### config.mk
export PLATFORM = sky130hd
export DESIGN_NAME = vga_timing_ctrl
export DESIGN_NICKNAME = d
export VERILOG_FILES = /design/src/rtl/vga_timing_pkg.sv /design/src/rtl/vga_axis_seq.sv /design/src/rtl/vga_timing_ctrl.sv
export SDC_FILE = /design/constraint.sdc
export NUM_CORES = 1
export LEC_CHECK = 0
export ABC_AREA = 1
export BUFFER_PORTS_ARGS = -buffer_cell sky130_fd_sc_hd__buf_2
export CORE_ASPECT_RATIO = 0.9
export CORE_MARGIN = 2
export CORE_UTILIZATION = 30
export CTS_BUF_LIST = sky130_fd_sc_hd__clkbuf_8
export CTS_CLUSTER_SIZE = 16
export DETAILED_ROUTE_END_ITERATION = 10
export PLACE_DENSITY = 0.52
export SLEW_MARGIN = 30
export SYNTH_ARGS = -nofsm -noshare
export SYNTH_HDL_FRONTEND = slang
export SYNTH_SLANG_ARGS = --single-unit
### constraint.sdc
create_clock -name clk -period 1.9 [get_ports clk]
set_input_delay 0.475 -clock clk [delete_from_list [all_inputs] [get_ports clk]]
set_output_delay 0.475 -clock clk [all_outputs]
set_load 0.005 [all_outputs]
### src/rtl/vga_timing_pkg.sv
// vga_timing_pkg: shared types and timing constants for the VGA scan
// sequencer. phase_t names the four per-axis phases; the default constants
// give standard 640x480@60 timing from a 100 MHz clock with a /4 divider.
package vga_timing_pkg;

  typedef enum logic [1:0] {
    PH_ACTIVE = 2'd0,
    PH_FP     = 2'd1,
    PH_SYNC   = 2'd2,
    PH_BP     = 2'd3
  } phase_t;

  localparam int CNT_W = 10;

  localparam int DEF_CLK_DIV  = 4;
  localparam int DEF_H_ACTIVE = 640;
  localparam int DEF_H_FP     = 16;
  localparam int DEF_H_SYNC   = 96;
  localparam int DEF_H_BP     = 48;
  localparam int DEF_V_ACTIVE = 480;
  localparam int DEF_V_FP     = 10;
  localparam int DEF_V_SYNC   = 2;
  localparam int DEF_V_BP     = 33;

  function automatic int axis_total(input int a, input int f, input int s, input int b);
    return a + f + s + b;
  endfunction

  // first count of the sync pulse
  function automatic int sync_start(input int a, input int f);
    return a + f;
  endfunction

  // last count of the sync pulse (inclusive)
  function automatic int sync_end(input int a, input int f, input int s);
    return a + f + s - 1;
  endfunction

endpackage

### src/rtl/vga_axis_seq.sv
// vga_axis_seq: one scan axis. Counts 0..TOTAL-1 on step, walks the
// ACTIVE/FP/SYNC/BP phase FSM and exposes registered sync/active flags.
//   clk, rst_n : clock, synchronous active-low reset
//   step       : advance the axis by one position
//   count      : current position
//   wrap       : combinational, high when this step takes count LAST->0
//   sync_n     : low while the axis is in its sync phase
//   active     : high while the axis is in its visible phase
module vga_axis_seq
  import vga_timing_pkg::*;
#(
  parameter int ACTIVE = DEF_H_ACTIVE,
  parameter int FP     = DEF_H_FP,
  parameter int SYNC   = DEF_H_SYNC,
  parameter int BP     = DEF_H_BP
) (
  input  logic             clk,
  input  logic             rst_n,
  input  logic             step,
  output logic [CNT_W-1:0] count,
  output logic             wrap,
  output logic             sync_n,
  output logic             active
);

  localparam int TOTAL = axis_total(ACTIVE, FP, SYNC, BP);
  localparam logic [CNT_W-1:0] LAST    = CNT_W'(TOTAL - 1);
  localparam logic [CNT_W-1:0] FP_AT   = CNT_W'(ACTIVE);
  localparam logic [CNT_W-1:0] SYNC_AT = CNT_W'(sync_start(ACTIVE, FP));
  localparam logic [CNT_W-1:0] BP_AT   = CNT_W'(sync_end(ACTIVE, FP, SYNC) + 1);

  logic [CNT_W-1:0] count_nxt;
  phase_t           state_q, state_nxt;

  assign wrap = step & (count == LAST);

  always_comb begin
    count_nxt = count;
    if (step) count_nxt = (count == LAST) ? '0 : count + 1'b1;
  end

  // Transitions look at the next count so the registered flags line up
  // with the count they are presented alongside.
  always_comb begin
    state_nxt = state_q;
    if (step) begin
      case (state_q)
        PH_ACTIVE: if (count_nxt == FP_AT)   state_nxt = PH_FP;
        PH_FP:     if (count_nxt == SYNC_AT) state_nxt = PH_SYNC;
        PH_SYNC:   if (count_nxt == BP_AT)   state_nxt = PH_BP;
        PH_BP:     if (count_nxt == '0)      state_nxt = PH_ACTIVE;
        default:                             state_nxt = PH_ACTIVE;
      endcase
    end
  end

  always_ff @(posedge clk) begin
    if (!rst_n) begin
      count   <= '0;
      state_q <= PH_ACTIVE;
      sync_n  <= 1'b1;
      active  <= 1'b1;
    end else begin
      count   <= count_nxt;
      state_q <= state_nxt;
      sync_n  <= (state_nxt != PH_SYNC);
      active  <= (state_nxt == PH_ACTIVE);
    end
  end

endmodule

### src/rtl/vga_timing_ctrl.sv
// vga_timing_ctrl: VGA scan timing. Divides clk down to the pixel rate,
// drives the horizontal axis on each pixel tick and the vertical axis on
// each horizontal wrap, and produces sync/blanking and line/frame strobes.
//   clk, rst_n       : system clock, synchronous active-low reset
//   enable           : run; low freezes all state and gates pix_tick
//   pix_tick         : one-clk pulse per pixel period
//   h_count, v_count : scan position
//   hsync, vsync     : active-low syncs, aligned with h_count/v_count
//   video_on         : visible region
//   line_end         : one clk, in the cycle h_count shows the wrap to 0
//   frame_start      : one clk, in the cycle the counts show (0,0) after a wrap
module vga_timing_ctrl
  import vga_timing_pkg::*;
#(
  parameter int CLK_DIV  = DEF_CLK_DIV,
  parameter int H_ACTIVE = DEF_H_ACTIVE,
  parameter int H_FP     = DEF_H_FP,
  parameter int H_SYNC   = DEF_H_SYNC,
  parameter int H_BP     = DEF_H_BP,
  parameter int V_ACTIVE = DEF_V_ACTIVE,
  parameter int V_FP     = DEF_V_FP,
  parameter int V_SYNC   = DEF_V_SYNC,
  parameter int V_BP     = DEF_V_BP
) (
  input  logic       clk,
  input  logic       rst_n,
  input  logic       enable,
  output logic       pix_tick,
  output logic [9:0] h_count,
  output logic [9:0] v_count,
  output logic       hsync,
  output logic       vsync,
  output logic       video_on,
  output logic       line_end,
  output logic       frame_start
);

  localparam int H_TOTAL = axis_total(H_ACTIVE, H_FP, H_SYNC, H_BP);
  localparam int V_TOTAL = axis_total(V_ACTIVE, V_FP, V_SYNC, V_BP);

  if (H_TOTAL > 1024 || V_TOTAL > 1024) begin : g_bad_total
    $error("vga_timing_ctrl: H_TOTAL/V_TOTAL must fit 10-bit counters");
  end
  if (CLK_DIV < 1) begin : g_bad_div
    $error("vga_timing_ctrl: CLK_DIV must be >= 1");
  end

  // keep at least one bit so CLK_DIV=1 still elaborates
  localparam int DIV_W = (CLK_DIV > 1) ? $clog2(CLK_DIV) : 1;
  localparam logic [DIV_W-1:0] DIV_LAST = DIV_W'(CLK_DIV - 1);

  logic [DIV_W-1:0] div_cnt;
  logic             enable_v, v_wrap;
  logic             h_act, v_act;

  always_ff @(posedge clk) begin
    if (!rst_n)      div_cnt <= '0;
    else if (enable) div_cnt <= (div_cnt == DIV_LAST) ? '0 : div_cnt + 1'b1;
  end

  assign pix_tick = enable & (div_cnt == DIV_LAST);

  vga_axis_seq #(
    .ACTIVE(H_ACTIVE), .FP(H_FP), .SYNC(H_SYNC), .BP(H_BP)
  ) u_h (
    .clk(clk), .rst_n(rst_n), .step(pix_tick),
    .count(h_count), .wrap(enable_v), .sync_n(hsync), .active(h_act)
  );

  vga_axis_seq #(
    .ACTIVE(V_ACTIVE), .FP(V_FP), .SYNC(V_SYNC), .BP(V_BP)
  ) u_v (
    .clk(clk), .rst_n(rst_n), .step(enable_v),
    .count(v_count), .wrap(v_wrap), .sync_n(vsync), .active(v_act)
  );

  assign video_on = h_act & v_act;

  // Strobes follow the wrap of the edge just taken; with enable low no
  // wrap can happen, so they fall back to 0 on their own.
  always_ff @(posedge clk) begin
    if (!rst_n) begin
      line_end    <= 1'b0;
      frame_start <= 1'b0;
    end else begin
      line_end    <= enable_v;
      frame_start <= v_wrap;
    end
  end

endmodule

==> results of run 1 <==
==> Yosys cell counts (all sizes together) <==
cell type    n  area (µm²)
o21bai       3       26.27
dfxtp       32       640.6
nand2      109       419.2
o21ai       11       55.05
a21oi        6       30.03
buf          5       46.29
and3         1       6.260
nand4        8       71.32
nor2        74       327.8
nand3       33       180.2
nand2b       1       6.260
inv         59       221.5
nand3b       1       7.510
clkbuf       2       7.510
xor2         4       42.55
nor3         5       41.29
ha           4       50.05
==> worst register-to-register path: cells and delay by family (launching register included) <==
kind	cells	cell delay (ns)
AND/OR/NAND/NOR	10	1.11
flip-flops	1	0.36
adder cells (fa/ha/maj)	1	0.15
buffers and inverters	3	0.23
AO/OA/AOI/OAI	1	0.20
==> metrics by stage <==
step           hold slack (ns)  power (W)  instance area, µm²  instances  setup slack (ns)
2_1_floorplan           0.4778  0.0007185                2185        358           0.01164
3_3_place_gp            0.5056  0.0007373                2853        534           -0.3336
3_5_place_dp            0.5066  0.0007381                2853        534           -0.3581
4_1_cts                 0.4766   0.001412                3261        560           -0.1640
5_1_grt                 0.4891   0.001446                3282        561           -0.3742
6_report                0.4799   0.001397                3282        561           -0.2445
==> final cells by class <==
type | instances | area share (%)
repair buffers | 106 | 22.80
multi-input cells | 263 | 43.84
clock inverters | 3 | 1.182
inverters | 59 | 6.824
well taps | 93 | 3.546
clock buffers | 5 | 2.097
flip-flops and latches | 32 | 19.71
==> worst max path at each step <==
stage / from / endpoint / slack (ns) / depth (start not counted)
5_1_grt: u_h.count[0]$_SDFF_PN0_ / u_v.active$_SDFF_PN1_ / -0.37 / 15
6_report: u_h.count[0]$_SDFF_PN0_ / u_v.active$_SDFF_PN1_ / -0.24 / 15
2_1_floorplan: u_h.count[0]$_SDFF_PN0_ / u_v.sync_n$_SDFF_PN1_ / 0.01 / 15
4_1_cts: u_h.count[0]$_SDFF_PN0_ / u_v.sync_n$_SDFF_PN1_ / -0.16 / 15
3_5_place_dp: enable / u_v.sync_n$_SDFF_PN1_ / -0.36 / 14
3_3_place_gp: enable / u_v.active$_SDFF_PN1_ / -0.33 / 16
==> state kept, by name (all words and copies together) (netlist names) <==
name	flops
div_cnt	2
frame_start	1
u_v.sync_n	1
u_v.active	1
u_v.count	10
u_h.state_q	2
u_v.state_q	2
line_end	1
u_h.count	10
u_h.sync_n	1
u_h.active	1
==> metal layers <==
metal  vias up  track usage [%]
met5         -                0
met4         0            4.348
met3         5            2.664
met2        28            28.25
met1      1124            22.68
li1       1326                -
==> cell usage in the layout (no fill, tap or decap), types with 3 or more instances in the layout <==
cell	n
nor2_2	10
dfxtp_2	5
nor2_4	5
nor2_1	59
xor2_1	3
clkbuf_8	5
buf_4	72
inv_2	16
nand4_4	3
nand2_1	94
nand3_2	10
nand3_1	23
nor3_1	3
nand2_2	13
inv_1	43
buf_6	6
a21oi_1	5
nand4_1	6
o21ai_1	4
o21ai_0	6
buf_2	28
dfxtp_1	27
==> repair_timing <==
item	4_1_cts	5_1_grt
cloned	3	0
pin swaps	29	8
buffers inserted	16	1
endpoints found under the hold margin	0	0
endpoints found under the setup margin	8	8
resized for setup	44	6
==> where the power goes <==
group | total, W | switching (W) | leakage, nW | internal, W
Clock | 0.000668 | 0.000284 | 0.0593 | 0.000384
Sequential | 0.000678 | 0.00000273 | 0.261 | 0.000675
Combinational | 0.0000501 | 0.0000300 | 1.48 | 0.0000201
Total | 0.00140 | 0.000317 | 1.80 | 0.00108
==> logic make-up (layout without fill, tap and decap cells) <==
logic type | after synthesis | after routing | share of synthesized area [%]
compound gates | 20 | 20 | 5.109
xor+xnor | 4 | 4 | 1.952
fa+ha+maj | 4 | 4 | 2.296
buf+inv | 66 | 173 | 12.63
flops | 32 | 32 | 29.39
simple gates | 232 | 235 | 48.62
==> impl_results.md, run 1 <==
- Critical path's top delay family: simple AND/OR/NAND/NOR gates
- Worst hold endpoint: div_cnt[1]$_SDFFE_PN0P_
- WL per Instance: 11.11 µm
- Final Worst Setup Slack: -0.2445 ns
- Wl on met1: 3.044 mm
- Util after Layout: 46.62%
- Worst Setup Path Type: reg2reg
- Die Ht: 84.86 µm
- Antenna-violating nets left: 0
- Worst-path maximum fanout: 4
- Peak supply drop: 292.7 µV
- Seq/Total Area, Yosys: 29.39%
- Minimum clock period: 2.144 ns
- Wire length on met3: 156 µm
- Clock buffer depth: 2
- Core box area: 0.007039 mm²
- Vias per Instance: 4.426
- Syn Nets: 365
- RSZ-0062 raised after global routing: true
- Slowest stage cell, crit path: dfxtp_2
- Fin Clk Skew: 0.008284 ns
- Row count: 29
- Initial Util: 30.96%
- Area of the multi-input gates: 0.001439 mm²
- 1st-pass router iterations: 4
- Slew headroom: 63.18%
- Vias: 2,483
- Min-delay worst type: in2reg
- LEAKAGE: 1.803 nW
- Synth Cell Area: 0.002180 mm²
- Clock Sinks: 32
- Power per cell area: 425.6 mW/mm²
- Post-Syn Area per Cell: 6.088 µm²
- Setup crit end kind: register
- Worst R2R End: u_v.active$_SDFF_PN1_
- DRC marker count from the first detailed-route iteration: 137
- CP cell instances: ha_4 -> nand2_4 -> nor2_4 -> buf_6 -> nand4_1 -> nor2_2 -> nand3_1 -> nand2_1 -> nand2_2 -> inv_2 -> nand3_2 -> o21bai_1 -> nand3_2 -> nand2_1 -> inv_1
- Die area: 0.007964 mm²
- Largest net degree at the start of global routing: 17
- Min-delay src: enable
- Worst Tran Pin Value: 0.5516 ns
- Max-slew violations: 0
- Yosys cell types: 31
- RePlAce Congestion: 0.8694
- Worst-path clk slew: 0.07 ns
- Synth warnings: 0
- Fin crit share: 112.9%
- CTS root buf: clkbuf_8
- PortBufs: 28
- Final Hold Fails: 0
- Share of post-route cells with drive strength above 1: 40.38%
- Antenna cells: 0
- Post-DP HPWL: 4.551 mm
- Fin Setup TNS: -1.477 ns
- WP data required: 2.09 ns
- Final setup viols: 8
- Clock latency at the later pin of the worst-skew pair: 0.29 ns
- # IOs: 29
- Gr ovfl total: 0
- Cells on worst reg2reg path: 15
- Initial antenna violation count: 0
- Vias in the first global route: 2,428
- Min-Delay Path Depth: 3
- Critical Path AT: 2.34 ns
- DR DRC count: 0
- Gr usage total: 16.87%
- Status: complete, but fails checks
- Synthesized flop and latch total: 32
- WL met2: 2.975 mm
- Startpoint Class: register
- H-Tree Depth: 2
- First-pass GRT wire length: 10.89 mm
- Seq. cell area: 646.9 µm²
- Final net count: 474
- Buffers and inverters on the worst path: 3
- Worst R2R Start: u_h.count[0]$_SDFF_PN0_
- CTS buffer count: 5
- # fillers: 746
- Violated checks: negative setup slack
- CTS tree: yes
- Max incr delay on CP: 0.36 ns
- Top routing layer in use: met4
- Layout area overhead: 50.57%
- Post-CTS Hold Buffers: 0
- Flop2flop setup slack: -0.24 ns
- Max Cap Viol: 0
- Drt total wl: 6.235 mm
- Highest clock rate: 466.3 MHz
- Die extent in x: 93.85 µm
- Synthesized instance count: 358
(Power assumes the default switching activity.)
==> run 2, diff against run 1 <==
- ABC_AREA: 1 -> 0
- TNS_END_PERCENT: default -> 10
==> run 2 against run 1 <==
Against the previous run: the flow still finishes with violations (negative setup slack); maximum frequency down 23%; sequential share of layout area up 0.31 points; die area up 1.0%; global-route usage up 1.1 points; via count decreased by 2.1%; first-iteration DRC count grew 67%; non-clock buffer count grew 6; critical path depth fell by 8; clock power decreased by 26%; worst hold slack better by 0.047 ns; critical path type unchanged; critical endpoint unchanged.
==> impl_results.md, run 2 <==
- LEAKAGE: 1.327 nW (-26%)
- Clock Sinks: 32 (unchanged)
- Synthesized flop and latch total: 32 (unchanged)
- Startpoint Class: register
- First-pass GRT wire length: 11.26 mm (+3.4%)
- Final setup viols: 13 (+5)
- Antenna-violating nets left: 0 (unchanged)
- Synth warnings: 0 (unchanged)
- Fin Setup TNS: -5.612 ns (-4.135 ns)
- DR DRC count: 0 (unchanged)
- Flop2flop setup slack: -0.87 ns (-0.63 ns)
- Slew headroom: 74.84% (+12 points)
- Min-delay src: rst_n
- Worst R2R End: u_v.active$_SDFF_PN1_
- Critical Path AT: 2.95 ns (+0.61 ns)
- H-Tree Depth: 2 (unchanged)
- Share of post-route cells with drive strength above 1: 41.07% (+0.68 points)
- Initial Util: 31.14% (+0.18 points)
- Gr ovfl total: 0 (unchanged)
- Post-DP HPWL: 5.160 mm (+13%)
- Worst-path maximum fanout: 8 (+4)
- Vias per Instance: 5.194 (+17%)
- CTS root buf: clkbuf_8
- Highest clock rate: 361.0 MHz (-23%)
- Cells on worst reg2reg path: 7 (-8)
- WP data required: 2.08 ns (about the same)
- Worst Tran Pin Value: 0.3678 ns (-0.1838 ns)
- Min-delay worst type: in2reg
- Syn Nets: 285 (-22%)
- Worst Setup Path Type: reg2reg
- Final Hold Fails: 0 (unchanged)
- Antenna cells: 0 (unchanged)
- CTS buffer count: 5 (unchanged)
- Top FF cell, synth: dfxtp_1
- Minimum clock period: 2.770 ns (+0.6257 ns)
- Count leader, synth: dfxtp_1
- Most common cell after layout, fill and taps aside: buf_4
- Violated checks: negative setup slack
- Core box area: 0.007076 mm² (+0.52%)
- Synth top cells by count: dfxtp_1, nor2_1, nand2_1
- Post-CTS setup buffer count: 0 (-16)
- Initial antenna violation count: 0 (unchanged)
- Sw power: 0.0003136 W (-1.1%)
- Sequential share of power: 52.9% (+4.3 points)
- PortBufs: 28 (unchanged)
- Clock group share of total power: 38.4% (-9.5 points)
- Worst-path clk slew: 0.07 ns (about the same)
- Die Ht: 85.30 µm (+0.52%)
- # IOs: 29 (unchanged)
- Worst R2R Start: u_h.count[6]$_SDFF_PN0_
- Commonest non-fill, non-tap cells in the layout: buf_4, nor2_1, dfxtp_1, buf_2, nand2_1
- CTS tree: yes
- RSZ-0062 raised after global routing: true
- Area leader, netlist: dfxtp_1
- Fin crit share: 145.8% (+33 points)
- Net Sw Frac: 24.32% (+1.6 points)
- Post-synth ARST share: 0% (unchanged)
- Combinational share of power: 8.7% (+5.1 points)
- Clock buffer depth: 2 (unchanged)
- Number of enable-type register cells in the synthesized netlist: 0 (unchanged)
- Largest net degree at the start of global routing: 15 (-2)
- Internal: 0.0009760 W (-9.6%)
- Vias: 2,431 (-2.1%)
- RePlAce Congestion: 0.9678 (+11%)
- Row count: 29 (unchanged)
- Seq/Total Area, Yosys: 29.07% (-0.32 points)
- Max-slew violations: 0 (unchanged)
- # fillers: 710 (-4.8%)
- Area of the multi-input gates: 0.001570 mm² (+9.1%)
- Leading post-synthesis cells by cell area: dfxtp_1, nor2_1, nand4_1
- Peak supply drop: 277.6 µV (-5.2%)
- Power per cell area: 399.8 mW/mm² (-6.1%)
- Post-CTS Hold Buffers: 0 (unchanged)
- Top flop regs: u_h.count (10), u_v.count (10)
- Post-Syn Area per Cell: 7.926 µm² (+30%)
- Setup crit end kind: register
- WL per Instance: 14.85 µm (+34%)
- Vias in the first global route: 2,206 (-9.1%)
- Worst hold endpoint: u_h.count[9]$_SDFF_PN0_
- Drt total wl: 6.949 mm (+11%)
- Instance area at placement: 0.002982 mm² (+4.5%)
- Yosys cell types: 59 (+90%)
- 1st-pass router iterations: 4 (unchanged)
- Final Worst Setup Slack: -0.8702 ns (-0.6257 ns)
- Finished Cell Area: 0.003226 mm² (-1.7%)
- Synth Cell Area: 0.002203 mm² (+1.1%)
- Gr usage total: 17.97% (+1.1 points)
- Synthesized instance count: 278 (-22%)
- Die area: 0.008047 mm² (+1.0%)
- Fin Clk Skew: 0.004157 ns (-0.004126 ns)
- Max Cap Viol: 0 (unchanged)
- DRC marker count from the first detailed-route iteration: 229 (+67%)
- Final net count: 382 (-19%)
- Min-Delay Path Depth: 2 (-1)
- Status: complete, but fails checks
- Die extent in x: 94.34 µm (+0.52%)
- Top-area cell type share of the netlist area: 29.07% (-0.32 points)
- Layout area overhead: 46.39%
- Seq. cell area: 645.6 µm² (-0.19%)
- Clock latency at the later pin of the worst-skew pair: 0.29 ns (about the same)
run 2: cell types whose count changed after synthesis, moves of 7 or more:
cell | previous run | this run
xnor2_1 | 0 | 8
inv_1 | 48 | 7
clkbuf_1 | 2 | 14
nor2_1 | 64 | 30
inv_2 | 11 | 0
nand4_1 | 6 | 14
a21oi_1 | 6 | 17
and2_1 | 0 | 9
nand2_1 | 105 | 22
nand3_1 | 30 | 14
mux2i_1 | 0 | 7
run 2: cell families (layout without fill, tap and decap cells):
kind of cell | Yosys count | count (layout) | share of synthesized area (%)
AOI/OAI and AO/OA | 60 | 60 | 19.54
buffers and inverters | 29 | 126 | 6.247
adders and majority gates | 4 | 4 | 2.272
and+or+nand+nor | 134 | 134 | 34.92
DFF | 32 | 32 | 29.07
muxes | 7 | 7 | 3.180
xor gates and xnor gates | 12 | 12 | 4.770
run 2: critical path, stage by stage (launching register included):
cell       delay [ns]
dfxtp_2          0.32
or4b_4           0.57
or4_4            0.53
o2bb2ai_4        0.16
or2_1            0.23
o311ai_2         0.31
or3b_1           0.38
and3b_1          0.16
run 2: repair_timing:
action / CTS / global route
endpoints found under the setup margin: 17 / 22
resized for setup: 14 / 22
pin swaps: 4 / 3
run 2: worst max path at each step:
stage	start	end	slack, ns	depth (start not counted)
2_1_floorplan	u_h.count[6]$_SDFF_PN0_	u_v.active$_SDFF_PN1_	-0.97	10
3_3_place_gp	u_h.count[6]$_SDFF_PN0_	u_h.active$_SDFF_PN1_	-0.80	7
3_5_place_dp	u_h.count[6]$_SDFF_PN0_	u_h.active$_SDFF_PN1_	-0.84	7
4_1_cts	u_h.count[6]$_SDFF_PN0_	u_v.active$_SDFF_PN1_	-0.89	7
5_1_grt	u_h.count[6]$_SDFF_PN0_	u_v.active$_SDFF_PN1_	-0.93	7
6_report	u_h.count[6]$_SDFF_PN0_	u_v.active$_SDFF_PN1_	-0.87	7
run 2: per-stage QoR:
step           std cells  total power [W]  worst slack, ns  hold slack, ns  util (%)
5_1_grt              468         0.001342          -0.9278          0.5164     45.59
2_1_floorplan        278        0.0007498          -0.9658          0.4647         -
3_5_place_dp         461        0.0007996          -0.8435          0.4996     42.14
3_3_place_gp         461        0.0007963          -0.8036          0.4889     42.14
6_report             468         0.001290          -0.8702          0.5264     45.59
4_1_cts              468         0.001304          -0.8874          0.4998     44.01
run 2: cell type report:
class	instances	area share, %
Tap cell	93	3.607
Multi-Input combinational cell	217	48.68
Clock buffer	5	2.133
Sequential cell	32	20.02
Timing Repair Buffer	112	24.48
Clock inverter	2	0.2715
Inverter	7	0.8146
run 2: layer usage:
layer / up-vias / GRT usage, % / wire length (µm)
met5: - / 0 / 0
met4: 0 / 5.929 / 131
met3: 9 / 2.664 / 374
met2: 64 / 26.69 / 3033
met1: 1135 / 26.52 / 3409
li1: 1223 / - / -
run 2: power groups by stage:
stage          Sequential [W]  Combinational, W  Clock, W
2_1_floorplan        0.000696         0.0000537         0
3_3_place_gp         0.000695          0.000102         0
3_5_place_dp         0.000695          0.000105         0
4_1_cts              0.000680          0.000108  0.000516
5_1_grt              0.000682          0.000122  0.000538
6_report             0.000683          0.000112  0.000495
==> run 3, diff against run 2 <==
- ABC_AREA: 0 -> 1
- CAP_MARGIN: default -> 25
==> run 3 against run 2 <==
Against the previous run: the flow still finishes with violations (negative setup slack); routed wire length down 10%; core utilization is 0.15 points higher; setup slack better by 0.60 ns; worst hold slack worse by 0.047 ns; register-to-register slack better by 0.60 ns; die area fell by 1.0%; power grew 7.8%; critical path type unchanged; largest power group unchanged.
==> impl_results.md, run 3 (synthesized netlist as in run 1, its figures left out) <==
- Status: complete, but fails checks
- Violated checks: negative setup slack
- Worst R2R Start: u_h.count[1]$_SDFF_PN0_
- Critical Path AT: 2.36 ns (-0.59 ns)
- CTS tree: yes
- H-Tree Depth: 2 (unchanged)
- Vias in the first global route: 2,341 (+6.1%)
- Non-filler cells, final: 554 (+18%)
- Commonest non-fill, non-tap cells in the layout: nand2_1, buf_4, nor2_1
- Largest net degree at the start of global routing: 17 (+2)
- Clock buffer depth: 2 (unchanged)
- Die Ht: 84.86 µm (-0.52%)
- Initial Util: 30.96% (-0.18 points)
- Final Worst Setup Slack: -0.2707 ns (+0.5995 ns)
- Finished Cell Area: 0.003219 mm² (-0.19%)
- WL per Instance: 11.25 µm (-24%)
- Layout area overhead: 47.70%
- CP Depth: 15 (+8)
- Worst Tran Pin Value: 0.5539 ns (+0.1861 ns)
- Core box area: 0.007039 mm² (-0.51%)
- Min-delay worst type: in2reg
- Die area: 0.007964 mm² (-1.0%)
- Startpoint Class: register
- Gr usage total: 16.50% (-1.5 points)
- Antenna-violating nets left: 0 (unchanged)
- Drt total wl: 6.232 mm (-10%)
- Clock Sinks: 32 (unchanged)
- Peak supply drop: 278.7 µV (+0.40%)
- Flop2flop setup slack: -0.27 ns (+0.60 ns)
- RSZ-0062 raised after global routing: true
- Instance area at placement: 0.002853 mm² (-4.3%)
- Post-DP HPWL: 4.551 mm (-12%)
- RePlAce Congestion: 0.8694 (-10%)
- # fillers: 751 (+5.8%)
- CTS root buf: clkbuf_8
- Vias per Instance: 4.440 (-15%)
- Worst hold endpoint: div_cnt[1]$_SDFFE_PN0P_
- Fin crit share: 114.2% (-32 points)
- Final Hold Fails: 0 (unchanged)
- Slowest stage cell, crit path: dfxtp_2
- Gr ovfl total: 0 (unchanged)
- Final setup viols: 8 (-5)
- Top flop regs: u_h.count (10), u_v.count (10)
- LEAKAGE: 1.760 nW (+33%)
- Clock latency at the later pin of the worst-skew pair: 0.29 ns (about the same)
- Share of post-route cells with drive strength above 1: 38.83% (-2.2 points)
- Die extent in x: 93.85 µm (-0.52%)
- Max-slew violations: 0 (unchanged)
- Minimum clock period: 2.171 ns (-0.5995 ns)
- Max Cap Viol: 0 (unchanged)
- First-pass GRT wire length: 10.63 mm (-5.6%)
- Vias: 2,460 (+1.2%)
- PortBufs: 28 (unchanged)
- Worst R2R End: u_v.sync_n$_SDFF_PN1_
- Worst-path clk slew: 0.07 ns (about the same)
- Highest clock rate: 460.7 MHz (+28%)
- Critical path's top delay family: simple AND/OR/NAND/NOR gates
- Cells on worst reg2reg path: 15 (+8)
- Buffers and inverters on the worst path: 3 (+3)
- Fin Clk Skew: 0.005354 ns (+0.001197 ns)
- Final net count: 467 (+22%)
- Setup crit end kind: register
- CP cell instances: ha_4 -> nand2_4 -> nor2_4 -> buf_6 -> nand4_1 -> nor2_2 -> nand3_1 -> nand2_1 -> nand2_2 -> inv_2 -> nand3_2 -> o21bai_1 -> nand3_2 -> inv_2 -> nand2_2
- 1st-pass router iterations: 4 (unchanged)
- DR DRC count: 0 (unchanged)
- Worst Setup Path Type: reg2reg
- Min-delay src: enable
- Total Power: 0.001390 W (+7.8%)
- Slew headroom: 63.03% (-12 points)
- Antenna cells: 0 (unchanged)
- DRC marker count from the first detailed-route iteration: 147 (-36%)
- Worst-path maximum fanout: 4 (-4)
- Most common cell after layout, fill and taps aside: nand2_1
- DP Cell Count: 534 (+16%)
- Fin Setup TNS: -1.566 ns (+4.046 ns)
- Max incr delay on CP: 0.36 ns (-0.21 ns)
- Row count: 29 (unchanged)
- WP data required: 2.09 ns (about the same)
- # IOs: 29 (unchanged)
- Initial antenna violation count: 0 (unchanged)
- Power per cell area: 431.6 mW/mm² (+8.0%)
- Min-Delay Path Depth: 3 (+1)
- Post-CTS Hold Buffers: 0 (unchanged)
- CTS buffer count: 5 (unchanged)
## run 3: final cells by class
class	instances	area, µm²	area share [%]
multi-input cells	262	1421	44.15
flip-flops and latches	32	646.9	20.09
inverters	59	224.0	6.957
clock buffers	5	68.82	2.138
well taps	93	116.4	3.614
clock inverters	3	38.79	1.205
repair buffers	100	703.2	21.84
## run 3: worst register-to-register path: stages, from the launching register on
cell      delay (ns)
dfxtp_2         0.36
ha_4            0.15
nand2_4         0.05
nor2_4          0.19
buf_6           0.14
nand4_1         0.15
nor2_2          0.19
nand3_1         0.11
nand2_1         0.10
nand2_2         0.07
inv_2           0.05
nand3_2         0.10
o21bai_1        0.18
nand3_2         0.12
inv_2           0.07
nand2_2         0.04
## run 3: power by group
part | internal [W] | switching (W)
sequential | 0.000675 | 0.00000272
combinational | 0.0000185 | 0.0000293
clock | 0.000384 | 0.000279
total | 0.00108 | 0.000311
## run 3: layer usage
layer,global-route usage (%),up-vias,wire length (µm)
li1,-,1308,-
met1,22.68,1108,3045
met2,26.95,37,2935
met3,2.664,7,186
met4,4.348,0,64
met5,0,-,0
## run 3: through the flow
stage | utilization, % | setup WS [ns] | hold slack (ns)
2_1_floorplan | - | 0.01164 | 0.4778
4_1_cts | 44.60 | -0.1815 | 0.4766
3_3_place_gp | 40.53 | -0.3336 | 0.5056
5_1_grt | 45.73 | -0.4475 | 0.4913
6_report | 45.73 | -0.2707 | 0.4797
3_5_place_dp | 40.53 | -0.3581 | 0.5066
## run 3: worst max-delay path by stage
stage                                  startpoint                     to  slack, ns
after global routing      u_h.count[1]$_SDFF_PN0_  u_v.sync_n$_SDFF_PN1_      -0.45
after detailed placement                   enable  u_v.sync_n$_SDFF_PN1_      -0.36
after global placement                     enable  u_v.active$_SDFF_PN1_      -0.33
after CTS                 u_h.count[0]$_SDFF_PN0_  u_v.sync_n$_SDFF_PN1_      -0.18
final                     u_h.count[1]$_SDFF_PN0_  u_v.sync_n$_SDFF_PN1_      -0.27
after floorplan           u_h.count[0]$_SDFF_PN0_  u_v.sync_n$_SDFF_PN1_       0.01
## run 3: what timing repair did
item,in CTS,in global routing
endpoints found under the setup margin,8,10
buffers inserted,8,2
resized for setup,30,18
cloned,2,0
pin swaps,21,9
